[src/rtl/fp_rshift_pipe_if.sv]
// fp_rshift_pipe_if: handshake bundle for the alignment shifter.
//   in_valid/in_ready/val/count/tag_i   : item entering the shifter
//   out_valid/out_ready/val_o/guard_o/round_o/sticky_o/tag_o : aligned result
//   slave modport is the shifter side, master modport the producer/consumer side
interface fp_rshift_pipe_if #(
   parameter int SHIFTWIDTH = 5,
   parameter int DATAWIDTH  = 24,
   parameter int TAGWIDTH   = 9
);
   logic                  in_valid;
   logic                  in_ready;
   logic [DATAWIDTH-1:0]  val;
   logic [SHIFTWIDTH-1:0] count;
   logic [TAGWIDTH-1:0]   tag_i;
   logic                  out_valid;
   logic                  out_ready;
   logic [DATAWIDTH-1:0]  val_o;
   logic                  guard_o;
   logic                  round_o;
   logic                  sticky_o;
   logic [TAGWIDTH-1:0]   tag_o;
   modport slave (
      input  in_valid, val, count, tag_i, out_ready,
      output in_ready, out_valid, val_o, guard_o, round_o, sticky_o, tag_o
   );
   modport master (
      output in_valid, val, count, tag_i, out_ready,
      input  in_ready, out_valid, val_o, guard_o, round_o, sticky_o, tag_o
   );
endinterface

[src/rtl/fp_rshift_pipe.sv]
// fp_rshift_pipe: pipelined right shifter aligning a mantissa, with guard/round/sticky.
//   clk, rst : clock and synchronous active-high reset
//   bus      : fp_rshift_pipe_if.slave (input item + count + tag, output result + GRS + tag)
module fp_rshift_pipe #(
   parameter int SHIFTWIDTH = 5,
   parameter int DATAWIDTH  = 24,
   parameter int TAGWIDTH   = 9
) (
   input logic clk,
   input logic rst,
   fp_rshift_pipe_if.slave bus
);
   localparam int W = DATAWIDTH + 2;
   localparam int N = SHIFTWIDTH;
   for (genvar k = 0; k < N; k++) begin : stg
      localparam int A = 1 << k;
      // mask of the bits this stage can push out; all ones once 2^k reaches W
      localparam logic [W-1:0] M = ~({W{1'b1}} << A);
      logic                v, ld, s;
      logic [W-1:0]        d;
      logic [TAGWIDTH-1:0] t;
      logic                vi, si;
      logic [W-1:0]        di;
      logic [TAGWIDTH-1:0] ti;
      // remaining count bits; bit 0 is this stage's shift enable
      logic [N-k-1:0]      ci;
      if (k == 0) begin : src
         assign vi = bus.in_valid;
         assign di = {bus.val, 2'b00};
         assign si = 1'b0;
         assign ci = bus.count;
         assign ti = bus.tag_i;
      end else begin : src
         assign vi = stg[k-1].v;
         assign di = stg[k-1].d;
         assign si = stg[k-1].s;
         assign ci = stg[k-1].cr.c;
         assign ti = stg[k-1].t;
      end
      if (k == N - 1) begin : rdy
         assign ld = !v || bus.out_ready;
      end else begin : rdy
         assign ld = !v || stg[k+1].ld;
      end
      always_ff @(posedge clk)
         if (rst) begin
            v <= 1'b0;
            d <= '0;
            s <= 1'b0;
            t <= '0;
         end else if (ld) begin
            v <= vi;
            if (vi) begin
               d <= ci[0] ? di >> A : di;
               s <= si | (ci[0] & |(di & M));
               t <= ti;
            end
         end
      if (k < N - 1) begin : cr
         logic [N-k-2:0] c;
         always_ff @(posedge clk)
            if (rst) c <= '0;
            else if (ld && vi) c <= ci[N-k-1:1];
      end
   end
   assign bus.in_ready  = stg[0].ld;
   assign bus.out_valid = stg[N-1].v;
   assign bus.val_o     = stg[N-1].d[W-1:2];
   assign bus.guard_o   = stg[N-1].d[1];
   assign bus.round_o   = stg[N-1].d[0];
   assign bus.sticky_o  = stg[N-1].s;
   assign bus.tag_o     = stg[N-1].t;
endmodule

[src/flat_wrapper.sv]
// flat-port wrapper written by rule: the top's interface ports become plain ports
module fp_rshift_pipe_flat 
#(
   parameter int SHIFTWIDTH = 5,
   parameter int DATAWIDTH  = 24,
   parameter int TAGWIDTH   = 9
)
  (clk, rst, bus_in_valid, bus_val, bus_count, bus_tag_i, bus_out_ready, bus_in_ready, bus_out_valid, bus_val_o, bus_guard_o, bus_round_o, bus_sticky_o, bus_tag_o);
  fp_rshift_pipe_if #(.SHIFTWIDTH(SHIFTWIDTH), .DATAWIDTH(DATAWIDTH), .TAGWIDTH(TAGWIDTH)) bus_i ();
  input logic clk;
  input logic rst;
  input wire logic [$bits(bus_i.in_valid)-1:0] bus_in_valid;
  input wire logic [$bits(bus_i.val)-1:0] bus_val;
  input wire logic [$bits(bus_i.count)-1:0] bus_count;
  input wire logic [$bits(bus_i.tag_i)-1:0] bus_tag_i;
  input wire logic [$bits(bus_i.out_ready)-1:0] bus_out_ready;
  output wire logic [$bits(bus_i.in_ready)-1:0] bus_in_ready;
  output wire logic [$bits(bus_i.out_valid)-1:0] bus_out_valid;
  output wire logic [$bits(bus_i.val_o)-1:0] bus_val_o;
  output wire logic [$bits(bus_i.guard_o)-1:0] bus_guard_o;
  output wire logic [$bits(bus_i.round_o)-1:0] bus_round_o;
  output wire logic [$bits(bus_i.sticky_o)-1:0] bus_sticky_o;
  output wire logic [$bits(bus_i.tag_o)-1:0] bus_tag_o;
  assign bus_i.in_valid = bus_in_valid;
  assign bus_i.val = bus_val;
  assign bus_i.count = bus_count;
  assign bus_i.tag_i = bus_tag_i;
  assign bus_i.out_ready = bus_out_ready;
  assign bus_in_ready = bus_i.in_ready;
  assign bus_out_valid = bus_i.out_valid;
  assign bus_val_o = bus_i.val_o;
  assign bus_guard_o = bus_i.guard_o;
  assign bus_round_o = bus_i.round_o;
  assign bus_sticky_o = bus_i.sticky_o;
  assign bus_tag_o = bus_i.tag_o;
  fp_rshift_pipe #(.SHIFTWIDTH(SHIFTWIDTH), .DATAWIDTH(DATAWIDTH), .TAGWIDTH(TAGWIDTH)) u_core (.clk(clk), .rst(rst), .bus(bus_i));
endmodule
[config.mk]
export PLATFORM = sky130hd
export DESIGN_NAME = fp_rshift_pipe_flat
export DESIGN_NICKNAME = d
export VERILOG_FILES = /design/src/rtl/fp_rshift_pipe_if.sv /design/src/rtl/fp_rshift_pipe.sv /design/src/flat_wrapper.sv
export SDC_FILE = /design/constraint.sdc
export NUM_CORES = 1
export LEC_CHECK = 0
export CORE_MARGIN = 4
export CORE_UTILIZATION = 47
export CTS_BUF_LIST = sky130_fd_sc_hd__clkbuf_4 sky130_fd_sc_hd__clkbuf_8 sky130_fd_sc_hd__clkbuf_16
export DETAILED_ROUTE_END_ITERATION = 10
export HOLD_SLACK_MARGIN = 0.02
export PLACE_DENSITY = 0.68
export SYNTH_ARGS = -nofsm -noshare
export SYNTH_HDL_FRONTEND = slang
export SYNTH_SLANG_ARGS = --single-unit
[constraint.sdc]
create_clock -name clk -period 1.8 [get_ports clk]
set_clock_uncertainty 0.15 [all_clocks]
set_input_delay 0.27 -clock clk [delete_from_list [all_inputs] [get_ports clk]]
set_output_delay 0.27 -clock clk [all_outputs]
set_load 0.05 [all_outputs]
; Yosys cells after proc, flatten, opt, wreduce, memory -nomap -nowiden
; Index checks and enable logic that the tools add are counted.
[op_classes]
mux = 5
bitwise_logic = 7
reduce_logical = 23
[ops]
columns = cell, n
row1 = $mux W26, 5
row2 = $reduce_or A16 Y1, 1
row3 = $reduce_and A2 Y1, 5
row4 = $reduce_or A8 Y1, 1
row5 = $logic_not A1 Y1, 5
row6 = $logic_or A1 B1 Y1, 5
row7 = $and A1 B1 Y1, 4
row8 = $logic_and A1 B1 Y1, 4
row9 = $reduce_or A4 Y1, 1
row10 = $or A1 B1 Y1, 3
row11 = $reduce_or A2 Y1, 1
[word_totals]
ff_bits = 194
output_inout_bits = 38
word_cells = 58

; Longest topological paths before layout
; Gate-level depths: netlist of the first run.
[logic_depth]
ltp_word = 7
mapped_depth = 6
ltp_nobuf = 4

; Least setup slack after synthesis of the first run
; Ideal clock, no wire load.
[synth_path]
path_type = flip-flop to flip-flop
start = reg u_core.stg[4].v (netlist: u_core.bus.out_valid)
end = reg u_core.stg[0].v
setup_time_ns = 0.079
arrival_ns = 1.780
path_slack_ns = -0.209
path_stages_with_launch = 5
path_buffers = 1
synth_period_minus_slack_ns = 2.009
path_cell_list = dfxtp_1 -> and4b_1 -> buf_2 -> nand3_1 -> a21oi_1
[synth_between]
elab_chain_cells = 6
[synth_lines]
columns = item, line
row1 = from (decl), fp_rshift_pipe.sv:19  ; logic v, ld, s;
row2 = from (signal assigned), fp_rshift_pipe.sv:52  ; v <= vi;
row3 = $logic_not A1 Y1, fp_rshift_pipe.sv:41  ; assign ld = !v || bus.out_ready;
row4 = $logic_or A1 B1 Y1, fp_rshift_pipe.sv:41
row5 = $logic_or A1 B1 Y1 (4 in series), fp_rshift_pipe.sv:43  ; assign ld = !v || stg[k+1].ld;
row6 = named net bus_in_ready, flat_wrapper.sv:17  ; output wire logic [$bits(bus_i.in_ready)-1:0] bus_in_ready;
row7 = to (signal assigned), fp_rshift_pipe.sv:52
row8 = to (decl), fp_rshift_pipe.sv:19
; The timed path passes the listed nets, and every way through them passes these cells.
; A chain may end at the register's enable or synchronous reset.

; Worst setup path after layout of the first run
[layout_path]
start = reg u_core.stg[4].v (netlist: u_core.bus.out_valid)
end = out bus_in_ready
[layout_between]
elab_chain_cells = 6
[layout_lines]
columns = item, line
row1 = $logic_not A1 Y1, fp_rshift_pipe.sv:41
row2 = $logic_or A1 B1 Y1, fp_rshift_pipe.sv:41
row3 = $logic_or A1 B1 Y1 (4 in series), fp_rshift_pipe.sv:43
row4 = to (decl), flat_wrapper.sv:17
; Every way passes these cells.

==> results of run 1 <==
## cell usage after synthesis (2+ instances only)
cell and n:
nand2_1 151, clkbuf_1 31, buf_4 6, buf_6 3
nor2_1 99, buf_2 29, dfxtp_1 193, a21oi_1 94
nor3_1 2, nor4_1 6, mux2i_1 96, and2_1 2
a211oi_2 27, inv_1 4, nand3b_1 32, buf_1 4
a211oi_1 71, nand3_1 5
## power by group through the flow
| stage | Combinational (mW) | Sequential [mW] | Clock, mW |
|---|---|---|---|
| 3_5_place_dp | 0.756 | 4.64 | 0 |
| 6_report | 0.794 | 4.54 | 3.84 |
| 3_3_place_gp | 0.750 | 4.64 | 0 |
| 5_1_grt | 0.870 | 4.56 | 4.10 |
| 2_1_floorplan | 0.512 | 4.61 | 0 |
| 4_1_cts | 0.762 | 4.54 | 3.91 |
## critical path, cell delays in order (launching register included)
cell	delay, ns
dfxtp_2	0.33
and4b_2	0.26
buf_6	0.12
nand3_4	0.08
buf_8	0.17
## worst paths after layout
kind                                 to  slack, ns
setup / recovery           bus_in_ready     -0.004
hold / removal      u_core.stg[4].d[18]       0.09
setup reg to reg     u_core.stg[2].d[9]       0.03
hold reg to reg   u_core.stg[1].cr.c[1]       0.30
## cells by family (layout without fill, tap and decap cells)
group                  after synthesis  count (layout)  share of synthesized area (%)
and+or+nand+nor                    303             303                           16.6
muxes                               96              96                           12.2
buffers and inverters               77             151                           4.68
DFF                                193             193                           48.9
AOI/OAI and AO/OA                  197             197                           17.7
## metrics by stage
step	util, %	setup slack (ns)	cell area [um^2]	std cells
detailed placement	53.9	-0.362	8910	1120
global route	58.5	-0.0502	9670	1160
finish	58.5	-0.00413	9670	1160
floorplan	-	0.123	7910	866
CTS	57.8	0.00526	9560	1155
global placement	53.9	-0.316	8910	1120
## registers in the layout, indices dropped and copies added (netlist names)
signal and flops:
u_core.bus.sticky_o 1, u_core.bus.out_valid 1, u_core.bus.tag_o 9, u_core.stg.cr.c 10
u_core.stg.v 4, u_core.stg.d 129, u_core.stg.t 36, u_core.stg.s 3
## routing by layer
metal  wire, um  up-vias
li1           -     3161
met1       8450     2711
met2       7470      101
met3        634       25
met4        305        0
met5          0        -
## cell type report
type / count / share of cell area (%)
clock inverter: 11 / 1.40
tap: 220 / 2.85
multi-input combinational: 596 / 38.2
sequential: 193 / 40.0
inverter: 4 / 0.155
clock buffer: 21 / 4.90
timing repair buffer: 115 / 12.5
## what timing repair did
| action | 4_1_cts | 5_1_grt |
|---|---|---|
| gates resized for setup | 8 | 2 |
| cloned | 0 | 4 |
| setup buffers | 3 | 1 |
| pin swaps | 1 | 1 |
| endpoints found under the setup margin | 1 | 51 |
==> out/results.txt, run 1 <==
Seq/Total Area, Yosys - 48.9%
pwr dens - 949 nW/um^2
Hold Buf Count CTS - 0
Achievable Freq - 0.554 GHz
Max Cap Viol - 0
M1 GR Usage - 24.8%
CTS tree - yes
sw power - 2.09 mW
Critical Path RT - 1.38 ns
drt pass-1 iters - 4
clock group share of total power - 41.9%
Site Rows - 47
hpwl dp - 11100 um
H-tree Lvls - 4
Slew headroom - 75.0%
vias in the first global route - 5231
drt drc - 0
Yosys reg bits - 193
failing checks - setup timing
P_int - 7.09 mW
Die Y - 138 um
Layout fillers - 1512
Sw Ratio - 22.8%
RSZ-0062 raised after global routing - yes
grt met3 use - 3.76%
# clock sinks - 193
Final period util - 100%
ANT nets after route - 0
I/O pin total - 80
post-DR wirelength/cell - 14.5 um
P&R area growth vs syn - 22.3%
sequential power share - 49.5%
Hold Crit Class - in -> reg
final WL - 16900 um
status - finished, violations left
Synth async-reset ratio - 0%
global route total overflow - 0
final hold slack - 0.0873 ns
Initial Util - 47.8%
TNS Setup - -0.00413 ns
Crit Path Max Fanout - 2
Yosys top cell by area - dfxtp_1
final setup fails - 1
Worst setup SP type - register
vias per cell - 5.17
Syn Nets - 908
die area - 19000 um^2
commonest cells after routing, fill and taps aside - dfxtp_1, nand2_1, nor2_1
Hold Vio Cnt, Final - 0
largest net degree at the start of global routing - 63
measured slew at the worst slew-check pin - 0.375 ns
critical hold path startpoint - rst
clk slew on worst S/H paths - 0.06 ns
Total Nets Final - 969
global placer's final weighted congestion - 0.731
combinational share of power - 8.7%
# diodes - 0
GRT Total Usage - 17.4%
commonest non-fill, non-tap cell in the layout - dfxtp_1
initial antenna violation count - 0
Seq. cell area - 3870 um^2
Synth Instances - 866
layout cells sized above 1 - 15.4%
worst setup slack after layout - -0.00413 ns
Num CTS Buffers - 17
Final Max Slew Viols - 0
Hold Crit Depth - 2
EDFF count, synth - 0
Top FF cell, synth - dfxtp_1
maximum VDD drop - 686 uV
met2 usage in global routing - 25.8%
largest cells by area after synthesis - dfxtp_1, mux2i_1, nand2_1, a211oi_1, a21oi_1
clock buffer depth - 2
Pleak - 3.27 nW
Cell variety after synth - 29
chip width - 138 um
FF-to-FF Start - u_core.stg[2].v
Port Buffers - 79
Synth Cell Area - 7910 um^2
total power - 9.18 mW
DRT iter0 DRCs - 337
FF-to-FF path depth - 7
via count - 5998
Crit. Startpoint - u_core.bus.out_valid
CP Class - reg -> out
clock latency on the worst-skew pair - 0.42 ns
CTS root buf - clkbuf_16
footprint of the multi-input gates - 3690 um^2
Warnings, synthesis - 0
worst path arrival time - 1.38 ns
first-pass GRT wire length - 26300 um
Mean Syn Cell Area - 9.13 um^2
crit path capture type - output port
Tmin final - 1.80 ns
grt peak-use layer - met2
core area - 16500 um^2
Synth top area share - 48.9%
Note: power is estimated with default switching activity, not from simulation.
==> run 2, diff against run 1 <==
Settings changed: CAP_MARGIN set to 15, RECOVER_POWER set to 100.
==> results of run 2 <==
Same layout as run 1: the final DEF is identical, and so are final timing and power.
==> run 3, diff against run 2 <==
Settings changed: SKIP_LAST_GASP set to 1.
==> out/results.txt, run 3 (synthesis results as in run 1) <==
Pleak - 3.27 nW
Slew headroom - 75.1%
RSZ-0062 raised after global routing - yes
commonest cells after routing, fill and taps aside - dfxtp_1, nand2_1, nor2_1
post-DR wirelength/cell - 14.4 um
dpl cells - 1120
final setup fails - 1
final WL - 16800 um
Initial Util - 47.8%
Critical R2R Capture - u_core.stg[2].d[9]
Biggest register - u_core.stg.d
layout cells sized above 1 - 15.3%
hpwl dp - 11100 um
worst path arrival time - 1.39 ns
Achievable Freq - 0.553 GHz
via count - 5951
worst setup slack after layout - -0.00794 ns
clk slew on worst S/H paths - 0.07 ns
die area - 19000 um^2
pre-CTS setup slack - -0.362 ns
# diodes - 0
critical hold path startpoint - rst
CP peak stage delay - 0.33 ns
Hold Buf Count CTS - 0
Critical Path RT - 1.38 ns
Die Y - 138 um
clock latency on the worst-skew pair - 0.43 ns
CTS root buf - clkbuf_16
Total Nets Final - 969
FF-to-FF Start - u_core.stg[2].v
Final period util - 100%
ANT nets after route - 0
biggest regs - u_core.stg.d x129, u_core.stg.t x36, u_core.stg.cr.c x10
maximum VDD drop - 695 uV
crit path capture type - output port
chip width - 138 um
P&R area growth vs syn - 22.3%
largest net degree at the start of global routing - 63
core area - 16500 um^2
Crit Path Max Fanout - 2
DRT iter0 DRCs - 362
Port Buffers - 79
Max Cap Viol - 0
R2R Setup Slk - 0.05 ns
max reg flops - 129
measured slew at the worst slew-check pin - 0.374 ns
Hold Crit Depth - 2
global route total overflow - 0
Num CTS Buffers - 17
first-pass GRT wire length - 26300 um
hold path endpoint - u_core.stg[4].d[18]
Worst setup SP type - register
post-layout util - 58.5%
# clock sinks - 193
global placer's final weighted congestion - 0.731
Hold Crit Class - in -> reg
CP cell instances - and4b_2, buf_6, nand3_4, buf_8
Tmin final - 1.81 ns
CP max-delay cell - dfxtp_2
CP Class - reg -> out
vias in the first global route - 5231
Hold Vio Cnt, Final - 0
Site Rows - 47
drt pass-1 iters - 5
clock buffer depth - 2
CTS tree - yes
Final Max Slew Viols - 0
drt drc - 0
Cell Count, Final, Fillers Out - 1160
I/O pin total - 80
pwr dens - 949 nW/um^2
status - finished, violations left
total power - 9.17 mW
Buf/Inv on CP - 2
FF-to-FF path depth - 7
vias per cell - 5.13
H-tree Lvls - 4
TNS Setup - -0.00794 ns
failing checks - setup timing
GRT Total Usage - 17.4%
delay-heaviest family, CP - simple AND/OR/NAND/NOR gates
initial antenna violation count - 0
commonest non-fill, non-tap cell in the layout - dfxtp_1
==> run 3: cell count changes in the layout (fill, tap and decap cells not counted) <==
cell / change
a211oi_1: +1
a211oi_2: -1
==> run 3: power by group <==
part	switching (mW)	internal [mW]	total, mW
combinational	0.421	0.370	0.791
sequential	0.121	4.42	4.54
clock	1.54	2.30	3.84
==> run 3: per-stage QoR <==
stage               hold slack (ns)  instance area [um^2]
floorplan                     0.256                  7910
global placement              0.288                  8910
detailed placement            0.292                  8910
CTS                          0.0615                  9560
global route                 0.0709                  9670
finish                       0.0805                  9670
==> run 3: how the worst max path moves through the flow <==
stage	depth (start not counted)	start	end	slack, ns
after global routing	4	u_core.stg[2].v	bus_in_ready	-0.05
after global placement	6	bus_out_ready	u_core.stg[0].d[7]	-0.32
after detailed placement	7	bus_out_ready	u_core.stg[2].d[9]	-0.36
after floorplan	5	u_core.bus.out_valid	u_core.stg[0].d[10]	0.12
final	4	u_core.bus.out_valid	bus_in_ready	-0.008
after CTS	4	u_core.stg[2].v	bus_in_ready	0.005
==> run 3: metal layers <==
layer / wire length [um] / part of all wire (%) / track usage (%) / vias up
met1: 8350 / 50 / 24.8 / 2668
met4: 266 / 1.6 / 6.64 / 0
met3: 659 / 3.9 / 3.76 / 21
met2: 7480 / 45 / 25.8 / 101
met5: 0 / 0 / 0 / -
li1: - / - / - / 3161
==> run 3: repair_timing <==
item | in CTS | in global routing
endpoints found under the hold margin | 0 | 0
endpoints found under the setup margin | 1 | 51
resized for setup | 8 | 1
setup buffers | 3 | 1
gates cloned | 0 | 4
pin swaps | 1 | 1
==> run 3: final cells by class <==
| type | instances | area [um^2] |
|---|---|---|
| Multi-Input combinational cell | 596 | 3690 |
| Timing Repair Buffer | 115 | 1210 |
| Inverter | 4 | 15.0 |
| Fill cell | 1514 | 6860 |
| Clock buffer | 21 | 474 |
| Sequential cell | 193 | 3870 |
| Clock inverter | 11 | 135 |
| Tap cell | 220 | 275 |
==> run 3: worst reg2reg max path: stages (launching register included) <==
cell and delay (ns):
dfxtp_2 0.31, and4b_2 0.26, buf_6 0.13, buf_4 0.14
nor2_4 0.13, buf_12 0.22, nor2_1 0.08, a211oi_1 0.23
